File: config.mk
export PLATFORM = sky130hd
export DESIGN_NAME = instr_fetch
export DESIGN_NICKNAME = d
export VERILOG_FILES = /design/src/rtl/instr_fetch_pkg.sv /design/src/rtl/instr_fetch_if_id_reg.sv /design/src/rtl/instr_fetch.sv
export SDC_FILE = /design/constraint.sdc
export NUM_CORES = 1
export LEC_CHECK = 0
export ABC_AREA = 1
export CORE_UTILIZATION = 45
export DETAILED_ROUTE_END_ITERATION = 8
export DONT_BUFFER_PORTS = 1
export PLACE_DENSITY = 0.62
export RECOVER_POWER = 25
export SYNTH_ARGS = -nofsm -noshare
export SYNTH_HDL_FRONTEND = slang
export SYNTH_HIERARCHICAL = 1
export SYNTH_SLANG_ARGS = --single-unit
File: constraint.sdc
create_clock -name clock -period 1.3 [get_ports clock]
set_input_delay 0.065 -clock clock [delete_from_list [all_inputs] [get_ports clock]]
set_output_delay 0.065 -clock clock [all_outputs]
set_load 0.01 [all_outputs]
File: src/rtl/instr_fetch_pkg.sv
// Shared opcode encodings and IF-stage FSM state type for the 16-bit pipelined CPU.
package instr_fetch_pkg;

  localparam int OPCODE_W = 5;

  localparam logic [OPCODE_W-1:0] OP_NOP  = 5'b00000;
  localparam logic [OPCODE_W-1:0] OP_LOAD = 5'b00001;
  localparam logic [OPCODE_W-1:0] OP_ADD  = 5'b00010;
  localparam logic [OPCODE_W-1:0] OP_HALT = 5'b11111;

  typedef enum logic [1:0] {
    ST_IDLE   = 2'd0,
    ST_RUN    = 2'd1,
    ST_HALTED = 2'd2
  } if_state_e;

endpackage

File: src/rtl/instr_fetch_if_id_reg.sv
// IF/ID pipeline register: carries instruction, PC+1 and valid; priority reset > flush > load > hold.
module if_id_reg
  import instr_fetch_pkg::*;
#(
  parameter int ADDR_W = 8,
  parameter int DATA_W = 16
) (
  input  logic              clock,
  input  logic              reset,
  input  logic              flush,
  input  logic              load,
  input  logic [DATA_W-1:0] ir_d,
  input  logic [ADDR_W-1:0] pc_d,
  output logic [DATA_W-1:0] ir,
  output logic [ADDR_W-1:0] pc,
  output logic              valid
);

  localparam logic [DATA_W-1:0] NOP_WORD = {OP_NOP, {(DATA_W-OPCODE_W){1'b0}}};

  logic [DATA_W-1:0] ir_p1;
  logic [ADDR_W-1:0] pc_p1;
  logic              vld_p1;

  // IF -> ID boundary; a flush keeps pc_p1 since a bubble's PC is never consumed
  always_ff @(posedge clock) begin
    if (reset) begin
      ir_p1  <= NOP_WORD;
      pc_p1  <= '0;
      vld_p1 <= 1'b0;
    end else if (flush) begin
      ir_p1  <= NOP_WORD;
      vld_p1 <= 1'b0;
    end else if (load) begin
      ir_p1  <= ir_d;
      pc_p1  <= pc_d;
      vld_p1 <= 1'b1;
    end
  end

  assign ir    = ir_p1;
  assign pc    = pc_p1;
  assign valid = vld_p1;

endmodule

File: src/rtl/instr_fetch.sv
// Instruction-fetch stage: owns the PC, drives the instruction ROM, handles stall/branch/HALT.
// Optional performance counters are enabled with `define IFETCH_PERF_EN.
module instr_fetch
  import instr_fetch_pkg::*;
#(
  parameter int                ADDR_W   = 8,
  parameter int                DATA_W   = 16,
  parameter logic [ADDR_W-1:0] RESET_PC = '0
) (
  input  logic              clock,
  input  logic              reset,
  input  logic              start,
  input  logic              stall,
  input  logic              branch_taken,
  input  logic [ADDR_W-1:0] branch_target,
  output logic [ADDR_W-1:0] imem_addr,
  input  logic [DATA_W-1:0] imem_rdata,
  output logic [DATA_W-1:0] id_ir,
  output logic [ADDR_W-1:0] id_pc,
  output logic              id_valid,
  output logic              halted
`ifdef IFETCH_PERF_EN
  ,
  output logic [15:0]       perf_fetch_cnt,
  output logic [15:0]       perf_bubble_cnt
`endif
);

  if_state_e         state, state_n;
  logic [ADDR_W-1:0] pc, pc_n, pc_plus1;
  logic              load, flush;

  assign pc_plus1 = pc + ADDR_W'(1);

  always_ff @(posedge clock) begin
    if (reset) begin
      state <= ST_IDLE;
      pc    <= RESET_PC;
    end else begin
      state <= state_n;
      pc    <= pc_n;
    end
  end

  always_comb begin
    state_n = state;
    pc_n    = pc;
    load    = 1'b0;
    flush   = 1'b0;
    unique case (state)
      ST_IDLE: begin
        flush = 1'b1;
        if (start) state_n = ST_RUN;
      end
      ST_RUN: begin
        if (branch_taken) begin
          pc_n  = branch_target;
          flush = 1'b1;
        end else if (!stall) begin
          load = 1'b1;
          // HALT is delivered once and PC parks on it until a redirect arrives
          if (imem_rdata[DATA_W-1 -: OPCODE_W] == OP_HALT) state_n = ST_HALTED;
          else                                             pc_n    = pc_plus1;
        end
      end
      ST_HALTED: begin
        flush = 1'b1;
        if (branch_taken) begin
          pc_n    = branch_target;
          state_n = ST_RUN;
        end
      end
      default: begin
        state_n = ST_IDLE;
        flush   = 1'b1;
      end
    endcase
  end

  if_id_reg #(
    .ADDR_W (ADDR_W),
    .DATA_W (DATA_W)
  ) u_if_id (
    .clock (clock),
    .reset (reset),
    .flush (flush),
    .load  (load),
    .ir_d  (imem_rdata),
    .pc_d  (pc_plus1),
    .ir    (id_ir),
    .pc    (id_pc),
    .valid (id_valid)
  );

  assign imem_addr = pc;
  assign halted    = (state == ST_HALTED);

`ifdef IFETCH_PERF_EN
  function automatic logic [15:0] sat_inc(input logic [15:0] v);
    return (v == 16'hFFFF) ? v : v + 16'd1;
  endfunction

  always_ff @(posedge clock) begin
    if (reset) begin
      perf_fetch_cnt  <= '0;
      perf_bubble_cnt <= '0;
    end else begin
      if (load) perf_fetch_cnt <= sat_inc(perf_fetch_cnt);
      if (state == ST_RUN && (stall || branch_taken)) perf_bubble_cnt <= sat_inc(perf_bubble_cnt);
    end
  end
`endif

endmodule

Word level (Yosys, flattened, before mapping)

Cells that the tools add are included.
Widths: inputs -> output; s select.

Add/sub/neg operators: 1
$mul: 0
Divide/modulo/power cells: 0
Order comparisons: 0
Eq/ne operators: 10
Shifts and indexed selects: 0
Mux-type cells: 16
Bitwise operators: 1
Reduce and logical (&&, ||, !) cells: 6

Operators by type and width:

| kind                | number |
|---|---|
| $mux 8              | 4 |
| $pmux 8 s2          | 1 |
| $mux 2              | 5 |
| $ne 2x2->1 const B  | 5 |
| $add 8x1->8 const B | 1 |
| $ne 3x3->1 const B  | 2 |
| $pmux 2 s3          | 1 |
| $eq 5x5->1 const B  | 1 |
| $mux 1              | 5 |
| $reduce_and 5->1    | 1 |
| $reduce_and 4->1    | 1 |
| $eq 2x1->1 const B  | 1 |
| $eq 2x2->1 const B  | 1 |
| $logic_not 2->1     | 1 |
| $reduce_and 2->1    | 1 |
| $reduce_bool 2->1   | 1 |
| $reduce_or 2->1     | 1 |
| $not 1->1           | 1 |

Register bits: 35
Latch bits: 0
Memory bits (writable): 0
Bits in read-only memories: 0
Input bits: 29
Output and inout port bits: 34
Logic and storage cells: 39
Memories: 0

Depth between registers and ports, before layout

Depth after elaboration: 5
Gate-level depth with buffers: 10
Gate-level depth less buffers: 10

Cells and area by module

The synthesis kept the hierarchy.

Modules (own cells, without submodules):

| module      | times used | cells an instance | area each (um^2) | sequential area each (um^2) |
|---|---|---|---|---|
| if_id_reg   | 1          | 125               | 993.5            | 500.5 |
| instr_fetch | 1          | 136               | 773.2            | 200.2 |

Worst setup path after synthesis

Ideal clock, no wire load.

Kind: flip-flop to flip-flop
Start point: reg state[0]
End point: reg u_if_id.pc_p1[4], in the netlist u_if_id/pc[4]
Data arrival time: 1.253 ns
Path slack: -0.066 ns
Cell stages (with the launch flop): 10
Cells stage by stage: dfxtp_1 -> inv_2 -> nor2_4 -> nand2_1 -> nor2_1 -> buf_6 -> buf_6 -> nand3_1 -> nand2_1 -> nor2_1

Word-level cells in the longest chain between the ends: 4
Elaborated cells between the ends (all ways): 5
Classes of those cells: 1 x eq/ne; 2 x mux; 1 x bitwise; 1 x reduce/logical

RTL lines:

| what                       | line                        | RTL |
|---|---|---|
| start: declaration         | instr_fetch.sv:29           | `if_state_e state, state_n;` |
| start signal: assignment   | instr_fetch.sv:40           | `state <= state_n;` |
| $eq 2x1->1                 | instr_fetch.sv:50           | `unique case (state)` |
| $mux 1                     | instr_fetch.sv:50           |  |
| via flush                  | instr_fetch.sv:31           | `logic load, flush;` |
| $not 1->1 (no line)        | --                          |  |
| $reduce_and 2->1 (no line) | --                          |  |
| end signal: assignment     | instr_fetch_if_id_reg.sv:36 | `pc_p1 <= pc_d;` |
| end: declaration           | instr_fetch_if_id_reg.sv:22 | `logic [ADDR_W-1:0] pc_p1;` |

The timed path passes the listed nets, and every way through them passes these cells.
A chain may end at the register's enable or synchronous reset.

Final worst setup path

Start point: reg state[0]
End point: reg u_if_id.ir_p1[15], in the netlist u_if_id/ir[15]

Word-level cells in the longest chain between the ends: 3
Elaborated cells between the ends (all ways): 4
Classes of those cells: 1 x eq/ne; 2 x mux; 1 x reduce/logical

RTL lines:

| what                      | line                        | RTL |
|---|---|---|
| $eq 2x1->1                | instr_fetch.sv:50           |  |
| $mux 1                    | instr_fetch.sv:50           |  |
| via flush                 | instr_fetch.sv:31           |  |
| $reduce_or 2->1 (no line) | --                          |  |
| end signal: assignment    | instr_fetch_if_id_reg.sv:35 | `ir_p1 <= ir_d;` |
| end: declaration          | instr_fetch_if_id_reg.sv:21 | `logic [DATA_W-1:0] ir_p1;` |

The timed path passes the listed nets, and every way through them passes these cells.

==> impl_metrics.py <==
metrics = {
    "outcome": {
        "outcome": "complete, but fails checks",
        "violations": "setup timing",
    },
    "clocking": {
        "clk_pin_slew_ns": 0.07,
        "cts_tree": "done",
        "numCtsBuffers": 5,
        "cts-root-buf": "clkbuf_8",
        "cts-htree-levels": 2,
        "clock_sinks": 35,
        "cts.path.max_buffers": 2,
        "clock_latency_ns": 0.29,
    },
    "timing": {
        "rsz0062_at_grt": "true",
        "tightest_slew_ns": 0.2966,
        "final-hold-violation-count": 0,
        "layout_min_cycle_time_ns": 1.311,
        "final.setup.worst_slack_ns": -0.01144,
        "fmax_mhz": 762.5,
        "setup_violations": 2,
        "fin_crit_sh_pct": 100.9,
        "relSlewSlack_pct": 80.11,
        "skew_ns": 0.003180,
        "maxSlewViolCount": 0,
    },
    "logic_synthesis": {
        "ys_seq_area_share_pct": 39.66,
        "synth-warning-count": 6,
        "ys_ff_latch": 35,
        "synthTopCellsByArea": "dfxtp_1, nand2_1, nor2_1, inv_1, nand3_1",
        "avgSynthCellArea_sq_um": 6.769,
        "syn_area_sq_mm": 0.001767,
        "synthTopCellsByCount": "nand2_1, nor2_1, dfxtp_1",
        "async_reset_ff_share_pct": 0,
        "synth_enable_flop_cells": 0,
        "synth_top_cell_area_share_pct": 39.66,
        "yosysMostFrequentCell": "nand2_1",
        "synth_cell_types": 22,
        "yosysTopAreaCell": "dfxtp_1",
        "syn_nets": 291,
        "synth_flop_cell": "dfxtp_1",
        "synthesis.instances": 261,
    },
    "global_route": {
        "grt_max_degree": 18,
        "grt_pass1_vias": 1524,
        "grt_use_total_pct": 20.86,
        "grt_first_pass_wirelength_um": 6617,
        "overflow": 0,
        "antenna_found_initial": 0,
    },
    "detailed_routing": {
        "detail_route.wl_per_cell_um": 11.78,
        "drt-met1-wl_um": 1983,
        "dr.pass1.iters": 4,
        "viasPerCell": 4.733,
        "via_count": 1699,
        "wirelength_um": 4228,
        "dr_wl_met3_um": 245,
        "drt_iter0_drc": 96,
        "wl_met2_um": 1933,
        "drc": 0,
        "top_layer_used": "met4",
        "final_antenna_net_count": 0,
    },
    "power_and_ir_drop": {
        "netSwitchingFraction_pct": 25.96,
        "peakVddDrop_mv": 0.7818,
        "pwr-share-seq_pct": 40.1,
        "power_density_mw_per_mm2": 1184,
        "power_mw": 2.878,
        "p_clk_share_pct": 40.6,
        "p_comb_share_pct": 19.3,
        "p_int_mw": 2.131,
        "leakagePower_nw": 1.070,
        "p_sw_mw": 0.7474,
    },
    "placed_design": {
        "dpl.hpwl_um": 2847,
        "post-place-cells": 323,
        "place.gp.congestion": 0.8100,
        "post-place-ws_ns": -0.06665,
        "dpl_cell_area_sq_mm": 0.001936,
        "io_buffers": 0,
    },
    "critical_path": {
        "worstPathMaxFanout": 7,
        "crit_family": "buffers and inverters",
        "path_cells": "inv_2 > nor2_4 > nand2_2 > nor2_4 > clkinv_4 > buf_12 > buf_12 > nand2_1 > a21oi_1",
        "crit_required_ns": 1.47,
        "cp_slowest_cell": "dfxtp_2",
        "crit_path_end_kind": "register",
        "worstPathArrival_ns": 1.49,
        "startpoint_type": "register",
        "crit_type": "reg2reg",
        "path_buf_inv": 4,
        "cp_slowest_stage_delay_ns": 0.34,
    },
    "cells_and_area": {
        "multi_input_area_sq_um": 967.2,
        "area_growth_syn_to_layout_pct": 37.61,
        "fin_cells": 359,
        "final_nets": 340,
        "fillCellCount": 345,
        "utilization_pct": 65.42,
        "final_area_sq_mm": 0.002431,
        "layout-drive-gt1-share_pct": 25.72,
        "diodes": 0,
        "ff_latch_area_sq_um": 704.4,
    },
    "job": {
        "cap_violations": 0,
    },
    "floorplan": {
        "core-area_sq_mm": 0.003716,
        "start_util_pct": 47.54,
        "die_x_um": 64.66,
        "die_h_um": 64.66,
        "rows": 22,
        "die-area_sq_mm": 0.004180,
        "ioPinCount": 63,
    },
    "hold_path": {
        "hp-class": "in2reg",
    },
}
power groups by stage:
stage | clock, mW | sequential [mW] | combinational, mW
2_1_floorplan | 0 | 1.19 | 0.298
3_3_place_gp | 0 | 1.18 | 0.448
3_5_place_dp | 0 | 1.18 | 0.451
4_1_cts | 1.20 | 1.15 | 0.514
5_1_grt | 1.24 | 1.16 | 0.620
6_report | 1.17 | 1.15 | 0.554
cell type report:
class	count	share of cell area, %
tap	48	2.470
clock buffer	6	2.985
inverter	34	5.558
sequential	35	28.98
multi-input combinational	188	39.78
clock inverter	2	2.470
timing repair buffer	46	17.76
state kept, by name (all words and copies together) (netlist names):
register       count
state              2
imem_addr          8
u_if_id/pc         8
u_if_id/valid      1
u_if_id/ir        16
final timing paths:
| kind | startpoint | endpoint | slack, ns | depth (start not counted) |
|---|---|---|---|---|
| worst max register to register | state[0]$_SDFFE_PP0P_ | u_if_id/ir[15]$_SDFFE_PP0P_ | -0.01 | 9 |
| worst min-delay path | branch_target[1] | imem_addr[1]$_SDFFE_PP0P_ | 0.02 | 4 |
| worst min register to register | u_if_id/ir[14]$_SDFFE_PP0P_ | u_if_id/ir[14]$_SDFFE_PP0P_ | 0.51 | 2 |
| worst max-delay path | state[0]$_SDFFE_PP0P_ | u_if_id/ir[15]$_SDFFE_PP0P_ | -0.01 | 9 |
placed cells by master, fill, tap and decap left out, types with 5 or more instances in the layout:
| master | n |
|---|---|
| nor2_1 | 38 |
| nand2_4 | 10 |
| a21oi_1 | 14 |
| clkbuf_8 | 5 |
| nor2_2 | 6 |
| dfxtp_1 | 32 |
| buf_4 | 24 |
| dlygate4sd3_1 | 18 |
| nand3_1 | 20 |
| inv_1 | 28 |
| nand2_1 | 72 |
| a21oi_2 | 11 |
| nand2_2 | 6 |
cells by family after synthesis:
kind of cell | share of synthesized area [%]
and+or+nand+nor | 38.17
buffers and inverters | 10.48
DFF | 39.66
xor gates and xnor gates | 0.4958
AOI/OAI and AO/OA | 10.48
adders and majority gates | 0.7081
per-stage QoR:
stage | setup TNS [ns] | hold slack (ns)
2_1_floorplan | -0.2685 | 0.1341
3_3_place_gp | -0.01270 | 0.1404
3_5_place_dp | -0.8022 | 0.1429
4_1_cts | 0 | 0.001160
5_1_grt | -1.716 | 0.04573
6_report | -0.01391 | 0.02052
per-layer routing:
layer	vias to the layer above	track usage (%)
li1	901	-
met1	752	23.89
met2	39	33.82
met3	7	8.275
met4	0	9.722
met5	-	0
worst reg2reg max path, cell delays in order, from the launching register on:
cell	delay (ns)
dfxtp_2	0.34
inv_2	0.05
nor2_4	0.08
nand2_2	0.08
nor2_4	0.14
clkinv_4	0.10
buf_12	0.14
buf_12	0.14
nand2_1	0.06
a21oi_1	0.06
repair_timing:
item                       4_1_cts  5_1_grt
hold buffers                    18        0
pin swaps                        1       13
hold endpoints to repair        25        0
setup endpoints to repair       23       29
gates resized for setup          2       26
buffers inserted                 1        8
gates cloned                     1        0
Power figures use the tool's default switching activity.
